File: src/rtl/time_entry_loader.sv
// time_entry_loader: keypad-side writer for the microwave countdown chain.
// Collects up to four BCD digits as MM:SS and checks the seconds-tens digit.
// Presents the digits on parallel load buses and strobes loadn for one cycle.
// Then gates the chain count-enable through run / pause until the chain reads zero.
module time_entry_loader #(
  parameter int SEC_TENS_MAX = 5,
  parameter int KEY_W        = 4
) (
  input  logic             clk,
  input  logic             clrn,
  input  logic             key_valid,
  input  logic [KEY_W-1:0] key_code,
  input  logic             start,
  input  logic             stop_clear,
  input  logic             timer_zero,
  output logic [KEY_W-1:0] min_tens,
  output logic [KEY_W-1:0] min_ones,
  output logic [KEY_W-1:0] sec_tens,
  output logic [KEY_W-1:0] sec_ones,
  output logic             loadn,
  output logic             en,
  output logic             running,
  output logic             done,
  output logic             err
);

  typedef enum logic [2:0] {
    IDLE,
    ENTRY,
    LOAD,
    RUN,
    PAUSE,
    DONE
  } state_t;

  state_t     state;
  logic [2:0] count;
  logic       settle;

  logic       key_ok;
  logic       all_zero;
  logic       tens_bad;
  logic       room;

  // Decode the keypad and the current digit registers for the FSM below.
  always_comb begin
    key_ok   = key_valid && (key_code <= KEY_W'(9));
    all_zero = (min_tens == '0) && (min_ones == '0) &&
               (sec_tens == '0) && (sec_ones == '0);
    tens_bad = (sec_tens > KEY_W'(SEC_TENS_MAX));
    room     = (count != 3'd4);
  end

  // Single FSM: the state, digit shift register and every registered output.
  // done/err default low each cycle so they can only ever pulse for one cycle.
  // settle marks the first RUN cycle after a load, when the chain is still
  // settling and its zero flag cannot be trusted.
  always_ff @(posedge clk or posedge clrn) begin
    if (clrn) begin
      state    <= IDLE;
      count    <= 3'd0;
      settle   <= 1'b0;
      min_tens <= '0;
      min_ones <= '0;
      sec_tens <= '0;
      sec_ones <= '0;
      loadn    <= 1'b1;
      en       <= 1'b0;
      running  <= 1'b0;
      done     <= 1'b0;
      err      <= 1'b0;
    end else begin
      done <= 1'b0;
      err  <= 1'b0;
      case (state)
        IDLE, ENTRY: begin
          if (stop_clear) begin
            min_tens <= '0;
            min_ones <= '0;
            sec_tens <= '0;
            sec_ones <= '0;
            count    <= 3'd0;
            state    <= IDLE;
          end else if (start) begin
            if (all_zero) begin
              state <= state;
            end else if (tens_bad) begin
              err      <= 1'b1;
              min_tens <= '0;
              min_ones <= '0;
              sec_tens <= '0;
              sec_ones <= '0;
              count    <= 3'd0;
              state    <= IDLE;
            end else begin
              loadn <= 1'b0;
              state <= LOAD;
            end
          end else if (key_ok) begin
            if (room) begin
              min_tens <= min_ones;
              min_ones <= sec_tens;
              sec_tens <= sec_ones;
              sec_ones <= key_code;
              count    <= count + 3'd1;
            end
            state <= ENTRY;
          end
        end

        LOAD: begin
          loadn   <= 1'b1;
          en      <= 1'b1;
          running <= 1'b1;
          settle  <= 1'b1;
          state   <= RUN;
        end

        RUN: begin
          settle <= 1'b0;
          if (stop_clear) begin
            en      <= 1'b0;
            running <= 1'b0;
            state   <= PAUSE;
          end else if (timer_zero && !settle) begin
            en       <= 1'b0;
            running  <= 1'b0;
            done     <= 1'b1;
            min_tens <= '0;
            min_ones <= '0;
            sec_tens <= '0;
            sec_ones <= '0;
            count    <= 3'd0;
            state    <= DONE;
          end
        end

        PAUSE: begin
          if (stop_clear) begin
            min_tens <= '0;
            min_ones <= '0;
            sec_tens <= '0;
            sec_ones <= '0;
            count    <= 3'd0;
            state    <= IDLE;
          end else if (start) begin
            en      <= 1'b1;
            running <= 1'b1;
            settle  <= 1'b0;
            state   <= RUN;
          end
        end

        DONE: begin
          state <= IDLE;
        end

        default: begin
          loadn   <= 1'b1;
          en      <= 1'b0;
          running <= 1'b0;
          settle  <= 1'b0;
          state   <= IDLE;
        end
      endcase
    end
  end

endmodule

File: config.mk
export PLATFORM = sky130hd
export DESIGN_NAME = time_entry_loader
export DESIGN_NICKNAME = d
export VERILOG_FILES = /design/src/rtl/time_entry_loader.sv
export SDC_FILE = /design/constraint.sdc
export NUM_CORES = 1
export LEC_CHECK = 0
export CAP_MARGIN = 20
export CORE_MARGIN = 5
export CORE_UTILIZATION = 32
export CTS_BUF_LIST = sky130_fd_sc_hd__clkbuf_4 sky130_fd_sc_hd__clkbuf_8
export DETAILED_ROUTE_END_ITERATION = 10
export DONT_BUFFER_PORTS = 1
export SLEW_MARGIN = 10
export SYNTH_ARGS = -nofsm -noshare
export SYNTH_HDL_FRONTEND = slang
export SYNTH_SLANG_ARGS = --single-unit
export TNS_END_PERCENT = 1
File: constraint.sdc
create_clock -name clk -period 1.62 [get_ports clk]
set_input_delay 0.324 -clock clk [delete_from_list [all_inputs] [get_ports clk]]
set_output_delay 0.324 -clock clk [all_outputs]
set_load 0.02 [all_outputs]
==> reports/summary.txt <==
Status = complete, but fails checks
Violated checks = negative setup slack
Mapped Area = 1440 µm²
Startpoint Class = flop
GRT Total Usage = 0.122
Hold-critical path endpoint = sec_ones[0]$_DFFE_PP0P_
Num CTS Buffers = 3
Syn Area/Cell = 9.49 µm²
Total gr overflow = 0
Worst slew margin = 0.719
CP peak stage delay = 440 ps
Hold path depth = 2
Minimum clock period = 1660 ps
Seq/Total Area, Yosys = 0.469
CP max FO = 4
First-pass GRT wire length = 5910 µm
CTS H-tree depth = 1
Drt first pass iters = 5
Worst-path clk slew = 100 ps
Routability congestion estimate from global placement = 0.814
Worst R2R End = state[0]$_DFFE_PP0P_
Hpwl dp = 2650 µm
Post-synthesis instance total = 152
Total inserted antenna cells = 0
Num ports = 31
Via-to-Cell Ratio = 5.37
Vias in the first global route = 1241
CTS tree = built
Clk_lat worst skew = 270 ps
Setup-failing EPs final = 3
DIE HEIGHT = 77.1 µm
Worst slew pin tran = 421 ps
1st-iter DRT viols = 47
Starting Density = 0.331
Post-route setup slack = -45.0 ps
Worst min path class = in2reg
Port Buffers = 0
Final Skew = 5.77 ps
Clock root cell = clkbuf_8
R2r startpoint = min_ones[2]$_DFFE_PP0P_
CP endpoint kind = flop
Tot Pwr = 2.85 mW
Vias = 1229
Hold Path Origin = key_code[0]
CTS sink cnt = 27
Largest net degree at the start of global routing = 33
YS warnings = 0
CTS Buffer Depth = 2
Ys flop type = dfrtp_1
RSZ-0062 raised after global routing = yes
Detail Route Antenna Nets = 0
Final Cycle Share = 1.03
Final Hold Viols = 0
FF-to-FF path depth = 5
Slowest cell on crit path = dfrtp_2
Post-synth EDFFs = 0
Seq cells post-synth = 27
Fmax = 0.601 GHz
Share of cells above drive strength 1 = 0.339
Critical path required time = 1780 ps
Final Non-Filler Cells = 229
DRC Markers = 0
Initial antenna violation count = 0
Setup CP Type = reg2reg
Final wirelength = 3570 µm
# fillers = 415
Max Slew Vio Count = 0
DP Cell Count = 223
R2R setup slack = -40 ps
Total Nets Final = 190
Crit path cell chain = nor4_4 > nand4_1 > o2bb2ai_4 > nor2_2 > mux2_4
Row Count = 24
Peak supply drop = 0.860 mV
Asr flop ratio synth = 1.00
Area grow syn2layout = 27.8%
Core Area = 4350 µm²
WL per Instance = 15.6 µm
Critical Path AT = 1830 ps
Pwr Density = 1550 nW/µm²
Max_cap viols = 0
DIE AREA = 5950 µm²
Count of cell types in the netlist = 38
Static Leakage = 0.799 nW
Die Wd = 77.1 µm
Syn Nets = 164
[layer usage]
layer / GRT usage / wire length (µm) / up-vias / part of all wire
li1: - / - / 596 / -
met1: 0.150 / 1560 / 586 / 0.44
met2: 0.194 / 1660 / 45 / 0.46
met3: 0.0515 / 327 / 2 / 0.092
met4: 0.0326 / 21 / 0 / 0.0059
met5: 0 / 0 / - / 0
[flip-flops by register name, summed over array words and instances, names as in the netlist]
register,flops
min_ones,4
min_tens,4
sec_ones,4
sec_tens,4
count,3
state,3
done,1
err,1
loadn,1
running,1
settle,1
[timing repair]
item                       4_1_cts  5_1_grt
hold buffers                     1        0
setup endpoints to repair       21       22
resized for setup               10        6
pin swaps                        3        1
buffers inserted                 1        0
hold endpoints to repair        16        0
[worst max path at each step]
stage | cells past startpoint | endpoint | slack [ps] | startpoint
2_1_floorplan | 5 | state[0]$_DFFE_PP0P_ | -20 | min_ones[3]$_DFFE_PP0P_
5_1_grt | 7 | count[2]$_DFFE_PP0P_ | -180 | state[1]$_DFFE_PP0P_
3_3_place_gp | 6 | count[2]$_DFFE_PP0P_ | -100 | sec_tens[1]$_DFFE_PP0P_
4_1_cts | 5 | state[0]$_DFFE_PP0P_ | -50 | min_tens[1]$_DFFE_PP0P_
3_5_place_dp | 6 | count[2]$_DFFE_PP0P_ | -170 | sec_tens[1]$_DFFE_PP0P_
6_report | 5 | state[0]$_DFFE_PP0P_ | -40 | min_ones[2]$_DFFE_PP0P_
[worst max-delay path, delay by kind of cell, from the launching register on]
kind,cells,cell delay (ps)
simple gates,3,590
flops,1,440
mux,1,290
compound gates,1,240
[cells by family (layout without fill, tap and decap cells)]
kind of cell               after synthesis  count (layout)  synth area share
adders and majority gates                2               2            0.0173
DFF                                     27              27             0.469
muxes                                    3               3            0.0217
AOI/OAI and AO/OA                       50              50             0.245
buffers and inverters                   18              43            0.0633
and+or+nand+nor                         52              52             0.183
[cells in the mapped netlist, types with 2 or more instances]
| library cell | count | share of area |
|---|---|---|
| a32oi_1 | 2 | 0.012 |
| buf_2 | 10 | 0.035 |
| nand2b_1 | 4 | 0.017 |
| o31ai_1 | 17 | 0.088 |
| nor2b_1 | 3 | 0.013 |
| nor4_1 | 5 | 0.022 |
| dfrtp_1 | 26 | 0.45 |
| nor2_1 | 8 | 0.021 |
| nand2_1 | 24 | 0.062 |
| ha_1 | 2 | 0.017 |
| mux2i_1 | 2 | 0.014 |
| o21ai_1 | 14 | 0.049 |
| a21oi_1 | 4 | 0.014 |
| o21ai_0 | 3 | 0.010 |
| inv_1 | 5 | 0.013 |
[through the flow]
| stage | instance area [µm²] | setup slack, ps | hold slack [ps] | setup TNS [ps] | util |
|---|---|---|---|---|---|
| 4_1_cts | 1820 | -54.3 | 155 | -180 | 0.417 |
| 3_3_place_gp | 1700 | -102 | 296 | -1320 | 0.390 |
| 3_5_place_dp | 1700 | -174 | 300 | -2700 | 0.390 |
| 6_report | 1840 | -45.0 | 165 | -94.0 | 0.423 |
| 5_1_grt | 1840 | -176 | 145 | -2380 | 0.423 |
| 2_1_floorplan | 1460 | -21.4 | 375 | -21.4 | - |
[power by group]
group	switching [mW]	internal (mW)
sequential	0.177	0.827
clock	0.219	0.175
combinational	0.802	0.651
[cell type report]
class                      count  area [µm²]  share of cell area
multi-input combinational    107         746               0.405
clock buffer                   3        41.3              0.0224
timing repair buffer          33         274               0.149
sequential                    27         687               0.373
tap                           52        65.1              0.0353
clock inverter                 1        7.51             0.00407
inverter                       6        22.5              0.0122
[layout by cell type, fill, tap and decap left out, drive strengths merged]
cell type,instances
buf,32
dfrtp,26
nand2,24
o21ai,18
o31ai,17
nor2,9
inv,6
nor4,6
nand2b,4
a21oi,4
clkbuf,3
nor2b,3
mux2i,2
ha,2
a32oi,2
a21boi,1
nor4b,1
nand4,1
o2bb2ai,1
nand3b,1
nor3,1
a21o,1
or3b,1
o211a,1
nor3b,1
o211ai,1
o31a,1
a41o,1
o21bai,1
o32ai,1
mux2,1
clkinvlp,1
dlygate4sd3,1
dfstp,1
Note: power is estimated with default switching activity, not from simulation.
